<file path="src/rtl/mult_div_unit.sv">
// Iterative 32-bit MIPS multiply/divide unit with architectural HI/LO registers.
// Signed MULT/DIV handling is compiled in only when MULDIV_SIGNED_EN is defined.
module mult_div_unit #(
  parameter int unsigned WIDTH = 32
) (
  input  logic             i_clk,
  input  logic             i_reset_n,
  input  logic             i_start,
  input  logic [1:0]       i_op,
  input  logic [WIDTH-1:0] i_rs_data,
  input  logic [WIDTH-1:0] i_rt_data,
  input  logic             i_mthi,
  input  logic             i_mtlo,
  input  logic [WIDTH-1:0] i_wdata,
  output logic             o_busy,
  output logic             o_done,
  output logic             o_div_by_zero,
  output logic [WIDTH-1:0] o_hi,
  output logic [WIDTH-1:0] o_lo
);

  localparam int unsigned CntW = $clog2(WIDTH);

  typedef enum logic [1:0] {StIdle, StCalc, StFix} state_e;

  state_e               r_state, w_state_next;
  logic [CntW-1:0]      r_cnt;
  logic                 r_is_div, r_dz, r_neg_res, r_neg_rem;
  logic [WIDTH-1:0]     r_opnd, r_rs, r_hi, r_lo;
  logic [2*WIDTH-1:0]   r_acc;
  logic                 r_done, r_dz_pulse;

  // Operand magnitudes and result signs captured at start.
  logic [WIDTH-1:0]     w_mag_a, w_mag_b;
  logic                 w_neg_res, w_neg_rem;

`ifdef MULDIV_SIGNED_EN
  logic w_a_neg, w_b_neg;
  assign w_a_neg   = i_op[0] & i_rs_data[WIDTH-1];
  assign w_b_neg   = i_op[0] & i_rt_data[WIDTH-1];
  assign w_mag_a   = w_a_neg ? -i_rs_data : i_rs_data;
  assign w_mag_b   = w_b_neg ? -i_rt_data : i_rt_data;
  assign w_neg_res = w_a_neg ^ w_b_neg;
  assign w_neg_rem = w_a_neg;
`else
  logic w_unused_op0;
  assign w_unused_op0 = i_op[0];
  assign w_mag_a   = i_rs_data;
  assign w_mag_b   = i_rt_data;
  assign w_neg_res = 1'b0;
  assign w_neg_rem = 1'b0;
`endif

  // Multiply: acc = {partial product, remaining multiplier bits}, shift right each step.
  logic [WIDTH:0]       w_mul_sum;
  logic [2*WIDTH-1:0]   w_mul_next;
  assign w_mul_sum  = {1'b0, r_acc[2*WIDTH-1:WIDTH]} + (r_acc[0] ? {1'b0, r_opnd} : '0);
  assign w_mul_next = {w_mul_sum, r_acc[WIDTH-1:1]};

  // Divide: acc = {remainder, dividend/quotient}, restoring shift-subtract.
  // When the trial subtraction succeeds the difference always fits in WIDTH bits.
  logic [WIDTH:0]       w_div_shift;
  logic                 w_div_ge;
  logic [WIDTH-1:0]     w_div_rem;
  logic [2*WIDTH-1:0]   w_div_next;
  assign w_div_shift = {r_acc[2*WIDTH-1:WIDTH], r_acc[WIDTH-1]};
  assign w_div_ge    = w_div_shift >= {1'b0, r_opnd};
  assign w_div_rem   = w_div_ge ? (w_div_shift[WIDTH-1:0] - r_opnd) : w_div_shift[WIDTH-1:0];
  assign w_div_next  = {w_div_rem, r_acc[WIDTH-2:0], w_div_ge};

  logic [2*WIDTH-1:0]   w_prod;
  logic [WIDTH-1:0]     w_quot, w_rem, w_fix_hi, w_fix_lo;
  assign w_prod = r_neg_res ? -r_acc : r_acc;
  assign w_quot = r_neg_res ? -r_acc[WIDTH-1:0] : r_acc[WIDTH-1:0];
  assign w_rem  = r_neg_rem ? -r_acc[2*WIDTH-1:WIDTH] : r_acc[2*WIDTH-1:WIDTH];

  always_comb begin
    w_fix_hi = w_prod[2*WIDTH-1:WIDTH];
    w_fix_lo = w_prod[WIDTH-1:0];
    if (r_is_div) begin
      if (r_dz) begin
        w_fix_hi = r_rs;
        w_fix_lo = '1;
      end else begin
        w_fix_hi = w_rem;
        w_fix_lo = w_quot;
      end
    end
  end

  always_comb begin
    w_state_next = r_state;
    unique case (r_state)
      StIdle:  if (i_start) w_state_next = StCalc;
      StCalc:  if (r_cnt == '0) w_state_next = StFix;
      StFix:   w_state_next = StIdle;
      default: w_state_next = StIdle;
    endcase
  end

  always_ff @(posedge i_clk or negedge i_reset_n) begin
    if (!i_reset_n) r_state <= StIdle;
    else            r_state <= w_state_next;
  end

  always_ff @(posedge i_clk or negedge i_reset_n) begin
    if (!i_reset_n) begin
      r_cnt      <= '0;
      r_is_div   <= 1'b0;
      r_dz       <= 1'b0;
      r_neg_res  <= 1'b0;
      r_neg_rem  <= 1'b0;
      r_opnd     <= '0;
      r_rs       <= '0;
      r_acc      <= '0;
      r_hi       <= '0;
      r_lo       <= '0;
      r_done     <= 1'b0;
      r_dz_pulse <= 1'b0;
    end else begin
      r_done     <= 1'b0;
      r_dz_pulse <= 1'b0;
      unique case (r_state)
        StIdle: begin
          if (i_start) begin
            r_cnt     <= CntW'(WIDTH - 1);
            r_is_div  <= i_op[1];
            r_dz      <= (i_rt_data == '0);
            r_neg_res <= w_neg_res;
            r_neg_rem <= w_neg_rem;
            r_rs      <= i_rs_data;
            r_opnd    <= i_op[1] ? w_mag_b : w_mag_a;
            r_acc     <= {{WIDTH{1'b0}}, (i_op[1] ? w_mag_a : w_mag_b)};
          end else begin
            if (i_mthi) r_hi <= i_wdata;
            if (i_mtlo) r_lo <= i_wdata;
          end
        end
        StCalc: begin
          r_acc <= r_is_div ? w_div_next : w_mul_next;
          if (r_cnt != '0) r_cnt <= r_cnt - 1'b1;
        end
        StFix: begin
          r_hi       <= w_fix_hi;
          r_lo       <= w_fix_lo;
          r_done     <= 1'b1;
          r_dz_pulse <= r_is_div & r_dz;
        end
        default: ;
      endcase
    end
  end

  assign o_busy        = (r_state != StIdle);
  assign o_done        = r_done;
  assign o_div_by_zero = r_dz_pulse;
  assign o_hi          = r_hi;
  assign o_lo          = r_lo;

endmodule

</file>
<file path="config.mk">
export PLATFORM = sky130hd
export DESIGN_NAME = mult_div_unit
export DESIGN_NICKNAME = d
export VERILOG_FILES = /design/src/rtl/mult_div_unit.sv
export SDC_FILE = /design/constraint.sdc
export NUM_CORES = 1
export LEC_CHECK = 0
export BUFFER_PORTS_ARGS = -buffer_cell sky130_fd_sc_hd__buf_2
export CAP_MARGIN = 15
export CORE_MARGIN = 5
export CORE_UTILIZATION = 41
export CTS_BUF_LIST = sky130_fd_sc_hd__clkbuf_8
export CTS_CLUSTER_SIZE = 30
export DETAILED_ROUTE_END_ITERATION = 10
export GPL_TIMING_DRIVEN = 0
export PLACE_DENSITY = 0.56
export RECOVER_POWER = 25
export SETUP_SLACK_MARGIN = 0.15
export SLEW_MARGIN = 20
export SYNTH_ARGS = -nofsm -noshare
export SYNTH_HDL_FRONTEND = slang
export SYNTH_SLANG_ARGS = --single-unit
</file>
<file path="constraint.sdc">
create_clock -name i_clk -period 9.1 [get_ports i_clk]
set_clock_uncertainty 0.2 [all_clocks]
set_input_delay 1.82 -clock i_clk [delete_from_list [all_inputs] [get_ports i_clk]]
set_output_delay 1.82 -clock i_clk [all_outputs]
set_load 0.01 [all_outputs]
</file>
# Word-level counts from Yosys, hierarchy flattened
# Cells that the tools add are included.
[totals] out_inout_bits=67 ff_bits=203 elab_cells=62 in_bits=103
[op_classes] mux=25 eq_ne=8 magnitude_cmp=1 bitwise_logic=1 reduce_logical=13 n_addsub=3
[op_table] op="2-to-1 mux 32 bit" count=12
[op_table] op="2-to-1 mux 64 bit" count=2
[op_table] op="one-hot mux 32 bit (2 select lines)" count=2
[op_table] op="one-hot mux 64 bit (2 select lines)" count=1
[op_table] op="adder 32 x 32 -> 33 bit" count=1
[op_table] op=">= comparator 33 x 32 -> 1 bit" count=1
[op_table] op="logical NOT 32 bit" count=1
[op_table] op="subtractor 32 bit" count=1
[op_table] op="!= test 2 bit (second input constant)" count=6
[op_table] op="2-to-1 mux 5 bit" count=2
[op_table] op="one-hot mux 5 bit (2 select lines)" count=1
[op_table] op="AND reduction 3 bit" count=3
[op_table] op="AND reduction 2 bit" count=3
[op_table] op="nonzero test 2 bit" count=3
[op_table] op="logical NOT 5 bit" count=1
[op_table] op="nonzero test 5 bit" count=1
[op_table] op="subtractor 5 x 1 -> 5 bit (second input constant)" count=1
[op_table] op="2-to-1 mux 2 bit" count=2
[op_table] op="one-hot mux 2 bit (2 select lines)" count=1
[op_table] op="== test 2 x 1 -> 1 bit (second input constant)" count=1
[op_table] op="== test 2 bit (second input constant)" count=1
[op_table] op="logical NOT 2 bit" count=1
[op_table] op="2-to-1 mux 1 bit" count=2
[op_table] op="AND 1 bit" count=1

# Logic depth before layout (Yosys ltp)
[depth] word_depth=4 depth_mapped=14 ltp_nobuf=13

# Worst setup path before layout
# No wires, ideal clock.
[synth_timing] path_type="input to register" from="input port i_op[1]" to="register r_acc[27]" setup_time_ns=0.133 path_buffers=2 stages=6 setup_slack_ns=5.658 t_required_ns=8.767 arrival_time_ns=3.109 path_cell_list="clkbuf_1 > buf_1 > mux2i_1 > nand2_1 > o211ai_1 > o21ai_0"
[synth_between] elab_chain_cells=3
[synth_lines] item="start, declared" line="9" rtl="input logic [1:0] i_op,"
[synth_lines] item="2-to-1 mux 32 bit" line="133" rtl="r_acc <= {{WIDTH{1'b0}}, (i_op[1] ? w_mag_a : w_mag_b)};"
[synth_lines] item="2-to-1 mux 64 bit" line="125" rtl="if (i_start) begin"
[synth_lines] item="one-hot mux 64 bit (2 select lines)" line="123" rtl="unique case (r_state)"
[synth_lines] item="end signal, assigned" line="133"
[synth_lines] item="end signal, assigned" line="140" rtl="r_acc <= r_is_div ? w_div_next : w_mul_next;"
[synth_lines] item="end, declared" line="30" rtl="logic [2*WIDTH-1:0] r_acc;"
# Every way passes these cells. The select of a mux whose other input is x is not followed.
# A chain may end at the register's enable or synchronous reset.

# Final worst setup path
[layout_timing] from="register r_acc[0]" to="register r_acc[63]"
[layout_between] elab_chain_cells=4
[layout_lines] item="2-to-1 mux 32 bit" line="57" rtl="assign w_mul_sum = {1'b0, r_acc[2*WIDTH-1:WIDTH]} + (r_acc[0] ? {1'b0, r_opnd} : '0);"
[layout_lines] item="adder 32 x 32 -> 33 bit" line="57"
[layout_lines] item="2-to-1 mux 64 bit" line="140"
[layout_lines] item="one-hot mux 64 bit (2 select lines)" line="123"
# Every way passes these cells.

==> results.md <==
- The flow ran to the end, but the final reports show violations.
- The number of setup violations in the final report is 0.
- After synthesis the netlist holds a flip-flop and latch count of 203.
- The leading register cell type out of synthesis is sky130_fd_sc_hd__dfrtp_1.
- Summed over all cells, the static leakage comes to 7.49 nW.
- The worst setup path is launched from a register.
- Setup slack closes at 4.49 ns.
- The wire length per cell after detailed routing is 21.9 µm.
- In this run, post-CTS repair resized a total of 0 instances.
- The floorplan step defined a die boundary enclosing 36800 µm².
- The floorplan step set the die width to 192 µm.
- The initialized floorplan defines 66 standard-cell rows.
- Walking the worst path, the cells encountered are clkbuf_1, and2_1, ha_1, o21ai_0, a211o_1, nor2_1, o21ai_0, o221ai_1, o41ai_1, a21oi_1, a2111oi_0, nor3_1.
- Counting the fill cells in the layout gives 3299.
- The depth of the worst register-to-register path is 12.
- For this run, the number of Yosys warnings is 0.
- The tree is rooted in a sky130_fd_sc_hd__clkbuf_8.
- Adding up every negative setup slack in the final design gives 0 ns.
- The congestion estimate from routability-driven global placement came to 0.943.
- The final routed wirelength across all metal layers is 50800 µm.
- Counting instances in the post-synthesis netlist gives the leading cell types as sky130_fd_sc_hd__nand2_1 (352), sky130_fd_sc_hd__o21ai_0 (208), sky130_fd_sc_hd__dfrtp_1 (203).
- The final period demand of the worst path is 4.61 ns.
- The relative area change from synthesis to final layout is 16.9%.
- The number of cells on the critical path is 12.
- Counting both buffers and inverters, the worst setup path holds a total of 1.
- Summed over all instances, the cell type with the most area after synthesis is sky130_fd_sc_hd__dfrtp_1.
- The smallest hold slack is 0.269 ns.
- In this run the register-to-register setup slack is 4.49 ns.
- The critical path arrival is 4.81 ns.
- The share of the core filled with cells in the final layout is 0.486.
- The post-CTS setup buffer count is 0.
- Entering global routing, the biggest net connects 88 pins.
- In this run, synthesis inferred 0 flip-flops with an integrated enable.
- The placeable core region is 32600 µm².
- The worst min-delay path class is register to register.
- The share of the clock period used by the worst path after layout is 0.506.
- The average footprint of a synthesized cell is 8.26 µm².
- Setup repair after global routing left no endpoint under its margin.
- The detail route stage leaves a number of antenna-violating nets equal to 0.
- The final hold violation count is 0.
- The critical path startpoint is r_acc[0].
- The max-slew violation count came to 47.
- Across the run, the number of max-cap violations was 1.
- The cell type of the slowest stage on the worst timing path is sky130_fd_sc_hd__dfrtp_1.
- The number of hold buffers added after cts is 0.
- By instance count, the leading cell after synthesis is sky130_fd_sc_hd__nand2_1.
- The number of buffers added by the clock tree synthesis step is 38.
- STA puts the critical path data required time at 9.30 ns.
- The top-area cell type share of the netlist area is 0.375.
- The checks that failed: capacitance limit, slew limit.
- The biggest cell delay along the critical path is 0.64 ns.
- The total non-filler cell area in the finished layout is 15900 µm².
- After global routing the overflow that remains totals 0.
- The synthesized netlist contains 67 unique library cells.
- The initial antenna violation count was 3.
- Counting flops with an async set or reset pin after synthesis yields a share of 1.00.
- The wire-length estimate of the detail-placed layout is 39700 µm.
- Timing would allow up to 0.217 GHz.
- The first detailed-routing pass took 5 iterations.
- The number of global-route vias before repair is 13000.
- The number of H-tree levels is 2.
- The total vias in the final route is 13300.
- The remaining routing DRC violations is 0.
- The clock drives 203 sinks.
- The type of element capturing the critical path is a register.
- Clock latency on the worst-skew pair, taken at its later pin, is 0.54 ns.
- The net count after synthesis is 1813.
- The headroom to the max-slew limit is -1.01.
- The synthesized netlist occupies a cell area of 13600 µm².
- The pre-CTS setup slack is 4.64 ns.
- The total power density per cell area is 413 nW/µm².
- The launch instance of the worst register-to-register path is r_acc[0].
- In this run, the number of DRC markers left after iteration 0 of detailed routing was 1175.
- The clock tree from TritonCTS is done.
- The number of primary I/O pins is 170.
- The most used cell along the critical path is sky130_fd_sc_hd__o21ai_0.
- The effective utilization at floorplan is 0.416.
- The worst register-to-register path ends at r_acc[63].
- The clock passes through at most 3 buffers.
- In the final design database the tool counted 2022 nets.
- Sorting the synthesized cells by area gives the leading types as sky130_fd_sc_hd__dfrtp_1 (37%), sky130_fd_sc_hd__nand2_1 (9.7%), sky130_fd_sc_hd__o21ai_0 (7.7%).
- The die is 192 µm tall.
- The cell family contributing the most delay on the critical path is compound AO/OA/AOI/OAI gates.
- After technology mapping, the gate count stands at 1642.
- The critical path start-end classification is register to register.
- The instance area after placement is 15000 µm².
- Of all nets on the critical path, the largest fanout is 10.
- The end point of the critical path is r_acc[63].
- The startpoint identified for the worst hold timing path is o_hi[27].
- After clock tree synthesis, the clock-pin slew on the worst setup and hold paths is 0.06 ns.
- The slew at the pin with the worst max-slew slack is 3.01 ns.
- The number of port buffers is 167.
- Of the synthesized area, sequential elements account for 0.375.
- The post-detailed-route via-to-cell ratio is 5.73.
- The worst vdd rail ir drop is 0.152 mV.
- The first-pass GRT wire length is 76900 µm.
- Across every metal layer, demand over resource in global routing totals 0.270.
- Of the cells placed in the final design, the portion with a size suffix greater than 1 is 0.129.
## worst min-delay path: stages, from the launching register on
cell and delay [ns]:
sky130_fd_sc_hd__dfrtp_1 0.33, sky130_fd_sc_hd__nand2_1 0.04, sky130_fd_sc_hd__o21ai_0 0.06
## flip-flops by register name, summed over array words and instances, names as in the netlist
signal and cells:
o_div_by_zero 1, o_done 1, o_hi 32, o_lo 32
r_acc 64, r_cnt 5, r_dz 1, r_is_div 1
r_opnd 32, r_rs 32, r_state 2
## per-stage QoR
stage	power (W)	instances
6_report	0.00655	2325
5_1_grt	0.00706	2325
2_1_floorplan	0.00430	1642
3_3_place_gp	0.00547	2251
3_5_place_dp	0.00551	2253
4_1_cts	0.00652	2322
## cells by family after synthesis
logic type               after synthesis  share of synthesized area
AND/OR/NAND/NOR                      568                      0.186
buffers and inverters                160                     0.0452
multiplexers                         103                     0.0761
AO/OA/AOI/OAI                        487                      0.220
XOR/XNOR                              53                     0.0342
flip-flops                           203                      0.375
adder cells (fa/ha/maj)               68                     0.0638
## per-layer routing
layer,up-vias,global-route usage,share of wire
met4,0,0.0713,0.028
li1,6272,-,-
met1,6452,0.380,0.45
met3,95,0.0493,0.071
met5,-,0,0
met2,501,0.428,0.45
## layout make-up
cell class | count | area [µm²] | area share
Timing Repair Buffer | 169 | 890 | 0.0561
Clock buffer | 51 | 702 | 0.0443
Buffer | 101 | 392 | 0.0247
Inverter | 59 | 221 | 0.0140
Antenna cell | 3 | 7.51 | 0.000474
Tap cell | 442 | 553 | 0.0349
Multi-Input combinational cell | 1279 | 7870 | 0.497
Sequential cell | 203 | 5080 | 0.320
Clock inverter | 18 | 135 | 0.00853
## worst min path at each step
stage / end / slack, ns / cells after the start
2_1_floorplan: r_rs[0] / 0.25 / 2
3_3_place_gp: r_rs[19] / 0.26 / 2
3_5_place_dp: r_rs[0] / 0.26 / 2
4_1_cts: r_rs[0] / 0.28 / 2
5_1_grt: o_lo[28] / 0.29 / 2
6_report: o_hi[27] / 0.27 / 2
## power by group
| part | internal [W] | switching, W |
|---|---|---|
| clock | 0.000560 | 0.000424 |
| combinational | 0.00149 | 0.00232 |
| sequential | 0.00133 | 0.000423 |
## cell usage in the layout, fill, tap and decap left out, types with 6 or more instances in the layout
cell and count:
sky130_fd_sc_hd__ha_1 66, sky130_fd_sc_hd__o21ai_0 208, sky130_fd_sc_hd__clkbuf_8 51, sky130_fd_sc_hd__xnor2_1 33, sky130_fd_sc_hd__buf_2 170, sky130_fd_sc_hd__or3_1 7
sky130_fd_sc_hd__a32oi_1 8, sky130_fd_sc_hd__o211ai_1 51, sky130_fd_sc_hd__nand2_1 352, sky130_fd_sc_hd__nor3_1 7, sky130_fd_sc_hd__and2_1 40, sky130_fd_sc_hd__buf_1 10
sky130_fd_sc_hd__a22oi_1 7, sky130_fd_sc_hd__a31oi_1 11, sky130_fd_sc_hd__inv_1 69, sky130_fd_sc_hd__a21oi_1 66, sky130_fd_sc_hd__o21a_1 8, sky130_fd_sc_hd__xor2_1 20
sky130_fd_sc_hd__o21bai_1 11, sky130_fd_sc_hd__dfrtp_1 203, sky130_fd_sc_hd__clkbuf_1 87, sky130_fd_sc_hd__nand3_1 40, sky130_fd_sc_hd__nand2b_1 15, sky130_fd_sc_hd__nand4_1 12
sky130_fd_sc_hd__o22ai_1 32, sky130_fd_sc_hd__nor2_1 50, sky130_fd_sc_hd__nor4_1 13, sky130_fd_sc_hd__a21o_1 28, sky130_fd_sc_hd__and3_1 6, sky130_fd_sc_hd__mux2i_1 102
sky130_fd_sc_hd__nor2b_1 7, sky130_fd_sc_hd__a211oi_1 8
No activity file was read; power rests on OpenSTA's default activity.
